$ cat config.mk
export PLATFORM = sky130hd
export DESIGN_NAME = reduction_result_packer
export DESIGN_NICKNAME = d
export VERILOG_FILES = /design/src/rtl/reduction_pkg.sv /design/src/rtl/reduction_pack_oreg.sv /design/src/rtl/reduction_result_packer.sv
export SDC_FILE = /design/constraint.sdc
export NUM_CORES = 2
export LEC_CHECK = 0
export ABC_AREA = 1
export CAP_MARGIN = 15
export CORE_MARGIN = 10
export CORE_UTILIZATION = 55
export CTS_BUF_LIST = sky130_fd_sc_hd__clkbuf_8
export CTS_CLUSTER_DIAMETER = 40
export CTS_CLUSTER_SIZE = 16
export DETAILED_ROUTE_END_ITERATION = 12
export PLACE_DENSITY = 0.89
export SETUP_SLACK_MARGIN = 0.05
export SYNTH_ARGS = -nofsm -noshare
export SYNTH_HDL_FRONTEND = slang
export SYNTH_SLANG_ARGS = --single-unit
$ cat constraint.sdc
create_clock -name clock -period 2.7 [get_ports clock]
set_clock_uncertainty 0.05 [all_clocks]
set_input_delay 0.27 -clock clock [delete_from_list [all_inputs] [get_ports clock]]
set_output_delay 0.27 -clock clock [all_outputs]
set_load 0.05 [all_outputs]
$ cat src/rtl/reduction_pkg.sv
// Shared constants, lane types and byte-enable helper for the reduction result packer.
package reduction_pkg;

    localparam int ELEM_BITS = 64;
    localparam int BEAT_BITS = 512;
    localparam int N_ELEM    = BEAT_BITS / ELEM_BITS;
    localparam int KEEP_BITS = BEAT_BITS / 8;
    localparam int LANE_W    = $clog2(N_ELEM);
    localparam int CNT_W     = LANE_W + 1;

    typedef logic [LANE_W-1:0] lane_t;
    typedef logic [CNT_W-1:0]  cnt_t;

    // Byte enables for a beat whose low `count` lanes carry data.
    function automatic logic [KEEP_BITS-1:0] keep_mask(input cnt_t count);
        logic [KEEP_BITS-1:0] mask;
        mask = '0;
        for (int i = 0; i < KEEP_BITS; i++) begin
            if (i < int'(count) * (ELEM_BITS / 8)) begin
                mask[i] = 1'b1;
            end else begin
                mask[i] = 1'b0;
            end
        end
        return mask;
    endfunction

endpackage

$ cat src/rtl/reduction_pack_oreg.sv
// Single-entry AXI4-Stream output register: loads a closed beat, holds it until accepted downstream.
module reduction_pack_oreg #(
    parameter int DATA_BITS = 512
) (
    input  logic                   clock,
    input  logic                   reset,
    input  logic                   load,
    input  logic [DATA_BITS-1:0]   load_data,
    input  logic [DATA_BITS/8-1:0] load_keep,
    input  logic                   load_last,
    input  logic                   tready,
    output logic                   tvalid,
    output logic [DATA_BITS-1:0]   tdata,
    output logic [DATA_BITS/8-1:0] tkeep,
    output logic                   tlast,
    output logic                   free
);

    // The slot can take a new beat when empty or when its current beat leaves this cycle.
    assign free = ~tvalid | tready;

    // Beat storage; a load in the same cycle as a drain simply replaces the contents.
    always_ff @(posedge clock) begin
        if (reset) begin
            tvalid <= 1'b0;
            tdata  <= '0;
            tkeep  <= '0;
            tlast  <= 1'b0;
        end else if (load) begin
            tvalid <= 1'b1;
            tdata  <= load_data;
            tkeep  <= load_keep;
            tlast  <= load_last;
        end else if (tvalid & tready) begin
            tvalid <= 1'b0;
        end
    end

endmodule

$ cat src/rtl/reduction_result_packer.sv
// Packs 64-bit reduction results into 512-bit AXI4-Stream beats, closing on a full beat or last.
module reduction_result_packer #(
    parameter int DATA_BITS = 512,
    parameter int ELEM_BITS = 64
) (
    input  logic                   clock,
    input  logic                   reset,
    input  logic                   in_valid,
    output logic                   in_ready,
    input  logic [ELEM_BITS-1:0]   in_data,
    input  logic                   in_last,
    output logic                   out_tvalid,
    input  logic                   out_tready,
    output logic [DATA_BITS-1:0]   out_tdata,
    output logic [DATA_BITS/8-1:0] out_tkeep,
    output logic                   out_tlast,
    output logic [31:0]            stat_beats,
    output logic [31:0]            stat_elems
);
    import reduction_pkg::*;

    // The lane types and keep helper are sized from the package widths.
    if (DATA_BITS != BEAT_BITS || ELEM_BITS != reduction_pkg::ELEM_BITS) begin : g_param_check
        $error("reduction_result_packer widths must match reduction_pkg");
    end

    lane_t                   acc_cnt_r;
    logic [DATA_BITS-1:0]    acc_data_r;
    logic [31:0]             stat_beats_r;
    logic [31:0]             stat_elems_r;
    logic                    free_s;
    logic                    accept_s;
    logic                    close_s;
    logic                    drain_s;
    logic [DATA_BITS-1:0]    beat_data_s;
    logic [DATA_BITS/8-1:0]  beat_keep_s;

    assign in_ready   = ~reset & free_s;
    assign accept_s   = in_valid & in_ready;
    assign close_s    = accept_s & ((acc_cnt_r == lane_t'(N_ELEM - 1)) | in_last);
    assign drain_s    = out_tvalid & out_tready;
    assign stat_beats = stat_beats_r;
    assign stat_elems = stat_elems_r;

    // Accumulator contents with the incoming element dropped into lane acc_cnt.
    always_comb begin
        beat_data_s = acc_data_r;
        for (int k = 0; k < N_ELEM; k++) begin
            if (acc_cnt_r == lane_t'(k)) begin
                beat_data_s[k*ELEM_BITS +: ELEM_BITS] = in_data;
            end else begin
                beat_data_s[k*ELEM_BITS +: ELEM_BITS] = acc_data_r[k*ELEM_BITS +: ELEM_BITS];
            end
        end
        beat_keep_s = keep_mask(cnt_t'(acc_cnt_r) + cnt_t'(1));
    end

    // Lanes not yet written stay zero because the accumulator clears on every close.
    always_ff @(posedge clock) begin
        if (reset) begin
            acc_cnt_r  <= '0;
            acc_data_r <= '0;
        end else if (close_s) begin
            acc_cnt_r  <= '0;
            acc_data_r <= '0;
        end else if (accept_s) begin
            acc_cnt_r  <= acc_cnt_r + lane_t'(1);
            acc_data_r <= beat_data_s;
        end
    end

    // Handshake counters, wrapping at 2^32.
    always_ff @(posedge clock) begin
        if (reset) begin
            stat_beats_r <= 32'd0;
            stat_elems_r <= 32'd0;
        end else begin
            if (drain_s) begin
                stat_beats_r <= stat_beats_r + 32'd1;
            end
            if (accept_s) begin
                stat_elems_r <= stat_elems_r + 32'd1;
            end
        end
    end

    reduction_pack_oreg #(
        .DATA_BITS (DATA_BITS)
    ) u_oreg (
        .clock     (clock),
        .reset     (reset),
        .load      (close_s),
        .load_data (beat_data_s),
        .load_keep (beat_keep_s),
        .load_last (in_last),
        .tready    (out_tready),
        .tvalid    (out_tvalid),
        .tdata     (out_tdata),
        .tkeep     (out_tkeep),
        .tlast     (out_tlast),
        .free      (free_s)
    );

endmodule

==> results.json <==
{
  "hold_viol_final": 0,
  "routed_via_density": 5.57,
  "yosysTopAreaCellShare_pct": 49.7,
  "synthCells": 6040,
  "grt_pass1_wl_um": 225000,
  "groute.usage.overall_pct": 30.1,
  "fin_ws_ns": 0.121,
  "grtUsageMet1_pct": 37.3,
  "dpl.hpwl_um": 101000,
  "cts.clk_slew.worst_paths_ns": 0.09,
  "p_leak_nw": 23.7,
  "cts_resized": 4,
  "maxCapViolations": 0,
  "fillCellCount": 6072,
  "drc_errors": 0,
  "dr.pass1.iters": 7,
  "place.gp.congestion": 0.912,
  "cts.htree.levels": 4,
  "dieWidth_um": 304,
  "grt_max_degree": 190,
  "initialDrtViolationCount": 5088,
  "final.setup.tns_ns": 0,
  "whs_ns": 0.155,
  "busiest_layer": "met2",
  "die-area_sq_um": 92400,
  "placementRows": 104,
  "fin_crit_sh_pct": 95.5,
  "ios": 712,
  "syn_area_per_cell_sq_um": 7.34,
  "crit_chain": "clkdlybuf4s50_1",
  "timing.slew.headroom_pct": 14.3,
  "die_h_um": 304,
  "synthesis.area_sq_um": 44400,
  "cp.required_ns": 2.38,
  "worstSetupEndpointType": "output port",
  "setup_viol": 0,
  "ant_nets": 0,
  "min_path_type": "primary input to flop",
  "cts_setup_buffers": 0,
  "initial_utilization_pct": 55.2,
  "dpl_worst_slack_ns": 0.220,
  "final_common_cell": "nand2_1",
  "cts_hold_buffers": 0,
  "crit_fanout": 9,
  "numCtsBuffers": 131,
  "wirelength_um": 147000,
  "ys_top_cells_by_area": "dfxtp_1 50%, nand2_1 14%, o21ai_0 6.8%, a22o_1 6.4%, nor2_1 5.9%",
  "worst_pin_slew_ns": 1.28,
  "synth_cell_type_count": 31,
  "fin_crit_ns": 2.58,
  "yosysTopAreaCell": "dfxtp_1",
  "cts_tree": "built",
  "path_class": "flop to output port",
  "yosysSeqAreaShare_pct": 49.7,
  "crit_slowest_cell": "clkdlybuf4s50_1",
  "final_nets": 6606,
  "numPortBuffers": 711,
  "final-max-slew-violation-count": 0,
  "post_drt_wl_per_cell_um": 19.1,
  "layout_common_cells": "1679 x nand2_1, 1101 x dfxtp_1, 703 x clkdlybuf4s50_1, 700 x nor2_1, 601 x o21ai_0",
  "root_buffer": "clkbuf_8",
  "p_per_area_nw_per_um2": 592,
  "path_buf_inv": 1,
  "grt_pass1_vias": 40200,
  "drive_gt1_share_pct": 5.31,
  "arrival_ns": 2.26,
  "area_growth_pct": 24.5,
  "grt_overflow": 0,
  "slowest_delay_ns": 0.90,
  "p_total_w": 0.0327,
  "ir_worst_vdd_v": 0.000510,
  "yosys_warnings": 0,
  "clkSinkCount": 1101,
  "critPathLaunchType": "flop",
  "fmax_mhz": 388,
  "path_delay_family": "buffers and inverters",
  "clk_path_buf_depth": 3,
  "use_met3_pct": 8.69,
  "rsz0062_at_grt": "false",
  "met2_usage_pct": 46.5,
  "fp.coreArea_sq_um": 80300,
  "outcome": "finished, final reports clean",
  "grt_antenna_before_repair": 13,
  "clkLatencyLatePin_ns": 0.80,
  "vias": 42900,
  "fin_util_pct": 68.8,
  "synth_fp_nets": 6117,
  "ys_ff_latch": 1101
}
[final cells by class]
class                      instances  area (sq um)  area share (%)
sequential                      1101         22000            39.9
multi-input combinational       3900         18000            32.6
timing repair buffer             817          8500            15.4
inverter                         578          2190            3.96
clock buffer                     141          1940            3.51
tap                             1060          1330            2.40
clock inverter                    98          1210            2.19
antenna                            9          22.5          0.0408
[per-layer routing]
metal  vias up  wire (um)
li1      20200          -
met4         6       8260
met3       430      17000
met5         -         31
met2      2417      65600
met1     19800      56600
[per-stage QoR]
step	cell area, sq um	instances
final	55200	7704
after global routing	55200	7702
after CTS	55200	7695
after detailed placement	52000	7456
after global placement	52000	7456
after floorplan	44400	6040
[power breakdown]
group	switching, W	internal, W
clock	0.00686	0.00691
sequential	0.000106	0.0164
combinational	0.00178	0.000638
total	0.00875	0.0239
[path summary, 6_finish.rpt]
kind / startpoint / endpoint / slack [ns] / depth (start not counted)
max: u_oreg.tkeep[39] / out_tkeep[32] / 0.12 / 1
min: in_last / u_oreg.tlast / 0.16 / 3
max reg2reg: acc_cnt_r[1] / u_oreg.tdata[174] / 0.22 / 6
min reg2reg: u_oreg.tdata[318] / u_oreg.tdata[318] / 0.41 / 2
[sequential cells by signal, indices dropped and copies added, names as in the netlist]
name           flops
acc_cnt_r          3
acc_data_r       512
stat_beats        32
stat_elems        32
u_oreg.tdata     512
u_oreg.tkeep       8
u_oreg.tlast       1
u_oreg.tvalid      1
[cells in the mapped netlist, drive strengths merged]
| master | instances |
|---|---|
| nand2 | 1685 |
| dfxtp | 1101 |
| nor2 | 702 |
| o21ai | 664 |
| inv | 578 |
| a21oi | 423 |
| a22o | 322 |
| buf | 315 |
| clkbuf | 146 |
| nand3 | 43 |
| nand4 | 21 |
| nor3 | 9 |
| ha | 8 |
| o21a | 5 |
| xor2 | 5 |
| nor3b | 3 |
| and2 | 2 |
| a211oi | 1 |
| a21o | 1 |
| a31oi | 1 |
| nand3b | 1 |
| nor4 | 1 |
| o31ai | 1 |
| or2 | 1 |
| xnor2 | 1 |
[logic make-up (layout without fill, tap and decap cells)]
logic type,count (synthesis),count (layout),share of synthesized area [%]
AOI/OAI and AO/OA,1418,1418,18.8
adders and majority gates,8,8,0.226
buffers and inverters,1039,1634,9.94
xor gates and xnor gates,6,6,0.118
and+or+nand+nor,2468,2468,21.3
DFF,1101,1101,49.7
other,0,9,0
No activity file was read; power rests on OpenSTA's default activity.
